--- src/rtl/row_readout_pkg.sv ---
// Shared types and default sizing for the row readout collector and its buffer.
package row_readout_pkg;

    localparam int DEF_LENGTH     = 4;
    localparam int DEF_DATA_WIDTH = 8;
    localparam int DEF_FIFO_DEPTH = 4;

    typedef enum logic {
        UNSYNC = 1'b0,
        RUN    = 1'b1
    } state_e;

endpackage

--- src/rtl/readout_fifo.sv ---
// First-word-fall-through buffer: the head entry is visible in the cycle after it is written.
module readout_fifo
    import row_readout_pkg::*;
#(
    parameter  int WIDTH = DEF_DATA_WIDTH,
    parameter  int DEPTH = DEF_FIFO_DEPTH,
    localparam int AW    = $clog2(DEPTH),
    localparam int CW    = $clog2(DEPTH + 1)
) (
    input  logic             clk,
    input  logic             reset,
    input  logic             push_i,
    input  logic [WIDTH-1:0] data_i,
    input  logic             pop_i,
    output logic             full_o,
    output logic             empty_o,
    output logic [CW-1:0]    count_o,
    output logic [WIDTH-1:0] head_o
);

    logic [WIDTH-1:0] mem_q [DEPTH];
    logic [AW-1:0]    rd_ptr_q, rd_ptr_d;
    logic [AW-1:0]    wr_ptr_q, wr_ptr_d;
    logic [CW-1:0]    count_q, count_d;
    logic             push_en, pop_en;

    assign empty_o = (count_q == '0);
    assign full_o  = (count_q == CW'(DEPTH));
    assign count_o = count_q;

    // A full buffer still takes a write when the head leaves in the same cycle.
    assign pop_en  = pop_i && !empty_o;
    assign push_en = push_i && (!full_o || pop_en);

    always_comb begin
        rd_ptr_d = rd_ptr_q;
        wr_ptr_d = wr_ptr_q;
        count_d  = count_q;
        if (pop_en) begin
            rd_ptr_d = rd_ptr_q + 1'b1;
        end
        if (push_en) begin
            wr_ptr_d = wr_ptr_q + 1'b1;
        end
        case ({push_en, pop_en})
            2'b10:   count_d = count_q + 1'b1;
            2'b01:   count_d = count_q - 1'b1;
            default: count_d = count_q;
        endcase
    end

    always_ff @(posedge clk or posedge reset) begin
        if (reset) begin
            rd_ptr_q <= '0;
            wr_ptr_q <= '0;
            count_q  <= '0;
        end else begin
            rd_ptr_q <= rd_ptr_d;
            wr_ptr_q <= wr_ptr_d;
            count_q  <= count_d;
        end
    end

    always_ff @(posedge clk) begin
        if (push_en) begin
            mem_q[wr_ptr_q] <= data_i;
        end
    end

    assign head_o = empty_o ? '0 : mem_q[rd_ptr_q];

endmodule

--- src/rtl/row_readout_collector.sv ---
// Collects one-hot-addressed row samples in scan order, checks sequencing and
// buffers {row index, sample} pairs for a ready/valid consumer.
module row_readout_collector
    import row_readout_pkg::*;
#(
    parameter  int LENGTH     = DEF_LENGTH,
    parameter  int DATA_WIDTH = DEF_DATA_WIDTH,
    parameter  int FIFO_DEPTH = DEF_FIFO_DEPTH,
    localparam int IW         = $clog2(LENGTH),
    localparam int CW         = $clog2(FIFO_DEPTH + 1)
) (
    input  logic                  clk,
    input  logic                  reset,
    input  logic                  sample,
    input  logic [LENGTH-1:0]     sel,
    input  logic [DATA_WIDTH-1:0] data_in,
    input  logic                  clear_err,
    output logic                  out_valid,
    input  logic                  out_ready,
    output logic [IW-1:0]         out_index,
    output logic [DATA_WIDTH-1:0] out_data,
    output logic                  frame_done,
    output logic                  err_onehot,
    output logic                  err_sequence,
    output logic                  overflow
);

    state_e                     state_q, state_d;
    logic [IW-1:0]              exp_q, exp_d;
    logic                       frame_done_q, frame_done_d;
    logic                       err_onehot_q, err_onehot_d;
    logic                       err_sequence_q, err_sequence_d;
    logic                       overflow_q, overflow_d;

    logic [IW-1:0]              sel_idx;
    logic                       onehot_ok;
    logic                       accept, oh_evt, seq_evt, ovf_evt;
    logic                       fifo_full, fifo_empty, pop;
    logic [CW-1:0]              fifo_count;
    logic [IW+DATA_WIDTH-1:0]   fifo_head;

    always_comb begin
        sel_idx = '0;
        for (int k = 0; k < LENGTH; k++) begin
            if (sel[k]) begin
                sel_idx = IW'(k);
            end
        end
    end

    // Clearing the lowest set bit leaves zero only for a single set bit.
    assign onehot_ok = (sel != '0) && ((sel & (sel - 1'b1)) == '0);

    always_comb begin
        state_d = state_q;
        exp_d   = exp_q;
        accept  = 1'b0;
        oh_evt  = 1'b0;
        seq_evt = 1'b0;
        if (sample) begin
            if (!onehot_ok) begin
                oh_evt = 1'b1;
            end else begin
                case (state_q)
                    UNSYNC: begin
                        if (sel_idx == '0) begin
                            accept  = 1'b1;
                            exp_d   = IW'(1);
                            state_d = RUN;
                        end
                    end
                    RUN: begin
                        if (sel_idx == exp_q) begin
                            accept = 1'b1;
                            exp_d  = (exp_q == IW'(LENGTH - 1)) ? '0 : exp_q + 1'b1;
                        end else begin
                            seq_evt = 1'b1;
                            state_d = UNSYNC;
                        end
                    end
                    default: state_d = UNSYNC;
                endcase
            end
        end
    end

    assign pop     = out_ready && !fifo_empty;
    assign ovf_evt = accept && fifo_full && !pop;

    // A frame completes on the last row even if its sample was lost to overflow.
    assign frame_done_d   = accept && (state_q == RUN) && (sel_idx == IW'(LENGTH - 1));
    assign err_onehot_d   = (err_onehot_q   && !clear_err) || oh_evt;
    assign err_sequence_d = (err_sequence_q && !clear_err) || seq_evt;
    assign overflow_d     = (overflow_q     && !clear_err) || ovf_evt;

    always_ff @(posedge clk or posedge reset) begin
        if (reset) begin
            state_q        <= UNSYNC;
            exp_q          <= '0;
            frame_done_q   <= 1'b0;
            err_onehot_q   <= 1'b0;
            err_sequence_q <= 1'b0;
            overflow_q     <= 1'b0;
        end else begin
            state_q        <= state_d;
            exp_q          <= exp_d;
            frame_done_q   <= frame_done_d;
            err_onehot_q   <= err_onehot_d;
            err_sequence_q <= err_sequence_d;
            overflow_q     <= overflow_d;
        end
    end

    readout_fifo #(
        .WIDTH (IW + DATA_WIDTH),
        .DEPTH (FIFO_DEPTH)
    ) u_fifo (
        .clk     (clk),
        .reset   (reset),
        .push_i  (accept),
        .data_i  ({sel_idx, data_in}),
        .pop_i   (pop),
        .full_o  (fifo_full),
        .empty_o (fifo_empty),
        .count_o (fifo_count),
        .head_o  (fifo_head)
    );

    assign out_valid    = (fifo_count != '0);
    assign out_index    = fifo_head[IW+DATA_WIDTH-1:DATA_WIDTH];
    assign out_data     = fifo_head[DATA_WIDTH-1:0];
    assign frame_done   = frame_done_q;
    assign err_onehot   = err_onehot_q;
    assign err_sequence = err_sequence_q;
    assign overflow     = overflow_q;

endmodule

--- config.mk ---
export PLATFORM = sky130hd
export DESIGN_NAME = row_readout_collector
export DESIGN_NICKNAME = d
export VERILOG_FILES = /design/src/rtl/row_readout_pkg.sv /design/src/rtl/readout_fifo.sv /design/src/rtl/row_readout_collector.sv
export SDC_FILE = /design/constraint.sdc
export NUM_CORES = 1
export LEC_CHECK = 0
export CORE_MARGIN = 1
export CORE_UTILIZATION = 50
export CTS_CLUSTER_SIZE = 14
export DETAILED_ROUTE_END_ITERATION = 8
export PLACE_DENSITY_LB_ADDON = 0.12
export SYNTH_ARGS = -nofsm -noshare
export SYNTH_HDL_FRONTEND = slang
export SYNTH_SLANG_ARGS = --single-unit
--- constraint.sdc ---
create_clock -name clk -period 6.4 [get_ports clk]
set_input_delay 1.28 -clock clk [delete_from_list [all_inputs] [get_ports clk]]
set_output_delay 1.28 -clock clk [all_outputs]
set_load 0.03 [all_outputs]
Word-level counts from Yosys, hierarchy flattened. Memories as Yosys holds them, arrays and structs flattened. Cells that the tools add are included. W data, S select, Z words.

Add/subtract/negate cells: 6. Equality and inequality tests: 8. Muxes and demuxes: 22. Bitwise logic cells: 2. Reduce and logical (&&, ||, !) cells: 27.

Operators by type and width (number): $mux W1 (13); $logic_and A1 B1 Y1 (11); $mux W10 (1); $mux W2 (5); $add A2 B1 Y2 const B (3); $eq A2 B2 Y1 const B (3); $pmux W3 S2 (1); $and A4 B4 Y4 (1); $logic_not A1 Y1 (4); $logic_not A4 Y1 (1); $logic_or A1 B1 Y1 (4); $pmux W2 S2 (1); $reduce_and A4 Y1 (1); $reduce_bool A4 Y1 (1); $sub A4 B1 Y4 const B (1); $add A3 B1 Y3 const B (1); $eq A3 B3 Y1 const B (1); $logic_not A3 Y1 (1); $reduce_bool A3 Y1 (1); $sub A3 B1 Y3 const B (1); $eq A2 B1 Y1 const B (1); $eq A2 B2 Y1 (1); $logic_not A2 Y1 (1); $ne A2 B1 Y1 const B (1); other kinds (5) (5).

Register bits: 14. Memory bits (writable): 40. Input port bits: 17. Output and inout port bits: 15. Logic and storage cells: 75. Memories kept: 1.

Memory list: u_fifo.mem_q (depth 4, width 10, read ports 1, clocked after Yosys merged registers in 0, wr ports 1, line readout_fifo.sv:21) `logic [WIDTH-1:0] mem_q [DEPTH];`.

Longest topological paths before layout.
Word-level depth: 11. Depth in mapped cells: 11. Gate-level depth less buffers: 10.

Cells and area by module. A second synthesis with hierarchy kept.

Cell total of the unflattened synthesis: 166. Area, all modules: 2522.4 µm².

Modules (own cells, without submodules): readout_fifo (instances 1, cells each 118, area each 2030.7 µm², sequential area each 1376.3 µm²); row_readout_collector (instances 1, cells each 48, area each 491.7 µm², sequential area each 175.2 µm²).

Least setup slack after synthesis. Ideal clock, no wire load.

Path kind: input -> register. Start: input sel[3]. End: memory u_fifo.mem_q[0][0] (netlist name), enable pin. Library setup time: 0.392 ns. Data arrival time: 3.024 ns. Slack: 2.984 ns. Stages on the path: 5. Cells stage by stage: buf_2 > nor4bb_1 > a32oi_2 > a22o_1 > nor3b_1.

Word-level cells in the longest chain between the ends: 9. Elaborated cells between the ends (all ways): 16. Those cells by class: 1 x add/sub; 1 x eq/ne; 8 x mux; 1 x bitwise; 5 x reduce/logical.

RTL lines: from (decl) (line row_readout_collector.sv:15) `input logic [LENGTH-1:0] sel,`; $sub A4 B1 Y4 / $mux W2 (equally long branches) (line row_readout_collector.sv:52, row_readout_collector.sv:45); $and A4 B4 Y4 (tied with other cells) (line row_readout_collector.sv:52) `assign onehot_ok = (sel != '0) && ((sel & (sel - 1'b1)) == '0);`; $logic_not A4 Y1 (tied with other cells) (line row_readout_collector.sv:52); $logic_and A1 B1 Y1 / $pmux W1 S2 (equally long branches) (line row_readout_collector.sv:52, row_readout_collector.sv:64); $mux W1 * (line row_readout_collector.sv:61) `if (!onehot_ok) begin`; $mux W1 * (line row_readout_collector.sv:60) `if (sample) begin`; $logic_and A1 B1 Y1 * (line readout_fifo.sv:33) `assign push_en = push_i && (!full_o || pop_en);`; $mux W1 * (line readout_fifo.sv:65) `if (push_en) begin`; $mux W1 (not written as such) * (line readout_fifo.sv:66) `mem_q[wr_ptr_q] <= data_i;`; to (decl) (line readout_fifo.sv:21).

Mark *: on every way between the ends. The rest lies on a longest branch, timed or not.

Worst setup path in the final report.
Start: input sel[3]. End: register u_fifo.count_q[2] (netlist: u_fifo.count_o[2]).

Word-level cells in the longest chain between the ends: 9. Elaborated cells between the ends (all ways): 18. Those cells by class: 1 x add/sub; 3 x eq/ne; 7 x mux; 1 x bitwise; 6 x reduce/logical.

RTL lines: $sub A4 B1 Y4 / $mux W2 (equally long branches) (line row_readout_collector.sv:52, row_readout_collector.sv:45); $and A4 B4 Y4 (tied with other cells) (line row_readout_collector.sv:52); $logic_not A4 Y1 (tied with other cells) (line row_readout_collector.sv:52); $logic_and A1 B1 Y1 / $pmux W1 S2 (equally long branches) (line row_readout_collector.sv:52, row_readout_collector.sv:64); $mux W1 * (line row_readout_collector.sv:61); $mux W1 * (line row_readout_collector.sv:60); $logic_and A1 B1 Y1 * (line readout_fifo.sv:33); $eq A2 B1 Y1 / $eq A2 B2 Y1 (equally long branches) (line readout_fifo.sv:45) `case ({push_en, pop_en})`; $pmux W3 S2 / $reduce_bool A2 Y1 (equally long branches); to (signal assigned) (line readout_fifo.sv:60) `count_q <= count_d;`; to (decl) (line readout_fifo.sv:24) `logic [CW-1:0] count_q, count_d;`.

Marks and branches as above. A chain may end at the register's enable or synchronous reset.

==> qor.yml <==
clock_network:
  cts_max_level: 2
  worst_setup_hold_path_clk_slew_ns: 0.09
  tritoncts.num_buffers: 5
  post_cts_resized: 0
  clock-sinks: 54
  cts_hold_buf: 0
  post-cts-setup-buffers: 0
  clock_tree_from_tritoncts: "yes"
  clock_insertion_delay_worst_skew_ns: 0.31
  clock_tree.root_cell: "sky130_fd_sc_hd__clkbuf_8"
  clockBufferDepth: 2
sta:
  layout_min_cycle_time_ns: 3.85
  timing.setup.tns_ns: 0
  timing.final.max_slew_violations: 0
  endpoints_failing_hold: 0
  relSlewSlack_pct: 52.6
  worst-slew-pin-transition_ns: 0.710
  grt_setup_unrepaired: "no"
  max_clock_freq_mhz: 260
  setup_viol: 0
  min_period_over_period_pct: 60.2
  timing.clock.skew_ns: 0.00905
  pnr_worst_setup_slack_ns: 2.55
worst_setup_path:
  crit_path_frequent_cell: "sky130_fd_sc_hd__xor2_1"
  critPathMaxFanout: 11
  crit_path_start_kind: "primary input"
  critical_path_buf_inv_count: 2
  crit_path_end_kind: "flip-flop"
  crit_required_ns: 6.63
  critical_path.top_delay_family: "compound AO/OA/AOI/OAI gates"
  arrival_ns: 4.08
  crit_path_top_delay_cell: "sky130_fd_sc_hd__clkdlybuf4s50_1"
  crit_path_max_incr_delay_ns: 0.60
  worstSetupPathType: "primary input to flip-flop"
  crit_chain: "clkdlybuf4s50_1 -> and2_1 -> a32oi_2 -> a22o_1 -> nand2b_1 -> ha_1 -> inv_1 -> fa_1 -> xor2_1 -> nor2_1 -> xor2_1"
power_and_ir_drop:
  max-vdd-ir-drop_mv: 0.221
  power.density_mw_per_mm2: 402
  power_switching_w: 0.000405
  pwr-share-clk_pct: 22.1
  internal_power_w: 0.000801
  cellLeakagePower_nw: 1.11
  share_comb_of_total_power_pct: 37.2
  sw_frac_of_total_pct: 33.6
  share_seq_of_total_power_pct: 40.7
floorplanning:
  die-height_um: 72.2
  boundaryPins: 32
  fp-row-count: 25
  die_area_mm2: 0.00521
  floorplan.core_area_mm2: 0.00472
  floorplan.initialDensity_pct: 52.2
  die_width_um: 72.2
placed_design:
  pre_cts_ws_ns: 2.25
  number_of_placed_instances_with_taps_included: 256
  placed_area_mm2: 0.00286
  gp_congestion: 0.885
  place.port_buffers: 31
  dp_hpwl_mm: 2.98
logic_synthesis:
  synth.cell_area_mm2: 0.00246
  synth_common_cells: "sky130_fd_sc_hd__edfxtp_1 (40), sky130_fd_sc_hd__dfrtp_1 (14), sky130_fd_sc_hd__inv_1 (13)"
  top_cell_type_s_share_of_synthesized_area_pct: 48.8
  yosysWarningCount: 0
  most_common_cell_in_the_netlist: "sky130_fd_sc_hd__edfxtp_1"
  post-synth-top-area-cell: "sky130_fd_sc_hd__edfxtp_1"
  ys_ff_latch: 54
  synth_area_per_cell_um2: 15.4
  mappedNetlistNets: 183
  ys.flop_type: "sky130_fd_sc_hd__edfxtp_1"
  synth_enable_flop_cells: 40
  ys_async_sr_fraction_pct: 25.9
  synthTopCellsByArea: "sky130_fd_sc_hd__edfxtp_1 (49%), sky130_fd_sc_hd__dfrtp_1 (14%), sky130_fd_sc_hd__mux4_2 (9.1%), sky130_fd_sc_hd__and2_1 (3.0%), sky130_fd_sc_hd__ha_1 (2.5%)"
  syn-instance-count: 160
  synth_cell_types: 42
  sequential_share_of_the_synthesized_area_pct: 63.0
global_route:
  grt_max_degree: 18
  grt_overflow: 0
  grt_antenna_before_repair: 0
  grtUsageTotal_pct: 18.1
  first_global_vias: 1416
  grt_pass1_wl_mm: 6.87
cells_and_area:
  share_of_post_route_cells_with_drive_strength_above_1_pct: 13.7
  area_taken_by_multi_input_logic_gates_um2: 837
  area_delta_synth_final_pct: 21.7
  n_fill_cell: 372
  final_area_mm2: 0.00300
  num-nets-final: 219
  sequential_cell_area_mm2: 0.00155
  ant_diodes: 0
  final_cells: 264
min_path:
  timing.hold.worst.class: "flip-flop to flip-flop"
route:
  final_antenna_net_count: 0
  vias_per_cell: 5.37
  finalWirelength_mm: 4.30
  count_of_unresolved_drc_violations_after_routing: 0
  firstDrtPassIters: 4
  avgRoutedWirePerCell_um: 16.3
  via_count: 1418
  first_iter_violations: 68
run_status:
  run_status: "finished, final reports clean"
flow_run:
  cap_viol_max_count: 0
## through the flow
step | util, % | power [W] | hold slack, ns
3_5_place_dp | 60.6 | 0.000949 | 0.499
6_report | 63.5 | 0.00121 | 0.519
5_1_grt | 63.5 | 0.00127 | 0.552
4_1_cts | 63.5 | 0.00122 | 0.521
3_3_place_gp | 60.6 | 0.000938 | 0.478
2_1_floorplan | - | 0.000795 | 0.462
## layout make-up
cell class,instances,share of cell area [%]
multi-input combinational,87,27.9
sequential,54,51.7
inverter,13,1.63
clock buffer,5,2.29
timing repair buffer,35,11.3
clock inverter,3,2.29
tap,67,2.80
## registers in the layout, summed over array words and instances, names as in the netlist
signal	count
u_fifo.rd_ptr_q	2
overflow	1
err_sequence	1
err_onehot	1
u_fifo.wr_ptr_q	2
exp_q	2
frame_done	1
state_q	1
u_fifo.count_o	3
u_fifo.mem_q	40
## layout by cell type (no fill, tap or decap), types with 2 or more instances in the layout
master / count
sky130_fd_sc_hd__xnor2_1: 2
sky130_fd_sc_hd__and2_1: 12
sky130_fd_sc_hd__a31oi_1: 2
sky130_fd_sc_hd__nand2_1: 5
sky130_fd_sc_hd__clkdlybuf4s50_1: 31
sky130_fd_sc_hd__inv_1: 13
sky130_fd_sc_hd__nor2_1: 5
sky130_fd_sc_hd__bufinv_16: 2
sky130_fd_sc_hd__nor3b_1: 4
sky130_fd_sc_hd__o22ai_1: 3
sky130_fd_sc_hd__ha_1: 5
sky130_fd_sc_hd__and3_1: 2
sky130_fd_sc_hd__o211ai_1: 3
sky130_fd_sc_hd__nor4bb_1: 2
sky130_fd_sc_hd__nand3_1: 3
sky130_fd_sc_hd__buf_4: 4
sky130_fd_sc_hd__xor2_1: 5
sky130_fd_sc_hd__mux4_2: 10
sky130_fd_sc_hd__dfrtp_1: 14
sky130_fd_sc_hd__nor4b_1: 3
sky130_fd_sc_hd__clkbuf_8: 5
sky130_fd_sc_hd__edfxtp_1: 40
## layer usage
metal / track usage, % / vias to the layer above / share of wire, %
li1: - / 677 / -
met1: 22.4 / 700 / 43
met2: 31.0 / 33 / 51
met3: 3.06 / 8 / 3.2
met4: 8.50 / 0 / 2.0
met5: 0 / - / 0
## power groups by stage
stage	clock (W)	sequential, W	combinational [W]
2_1_floorplan	0	0.000460	0.000335
3_3_place_gp	0	0.000499	0.000439
3_5_place_dp	0	0.000499	0.000450
4_1_cts	0.000270	0.000492	0.000454
5_1_grt	0.000282	0.000502	0.000483
6_report	0.000266	0.000491	0.000449
## worst paths after layout
kind                                   startpoint                 end  slack, ns  depth (start not counted)
worst max-delay path                       sel[3]   u_fifo.count_o[2]       2.55                         11
worst min register to register  u_fifo.count_o[2]   u_fifo.count_o[2]       0.52                          1
min in group asynchronous                   reset  u_fifo.rd_ptr_q[1]       1.30                          2
worst min-delay path            u_fifo.count_o[2]   u_fifo.count_o[2]       0.52                          1
worst max register to register           exp_q[1]   u_fifo.count_o[2]       3.75                         10
max in group asynchronous                   reset  u_fifo.rd_ptr_q[0]       4.73                          2
## cells by family (layout without fill, tap and decap cells)
logic type | after synthesis | after routing | share of synthesized area, %
AOI/OAI and AO/OA | 19 | 19 | 6.50
xor gates and xnor gates | 7 | 7 | 2.49
adders and majority gates | 6 | 6 | 3.35
buffers and inverters | 19 | 56 | 3.05
DFF | 54 | 54 | 63.0
muxes | 11 | 11 | 9.55
and+or+nand+nor | 44 | 44 | 12.1
(Power assumes the default switching activity.)
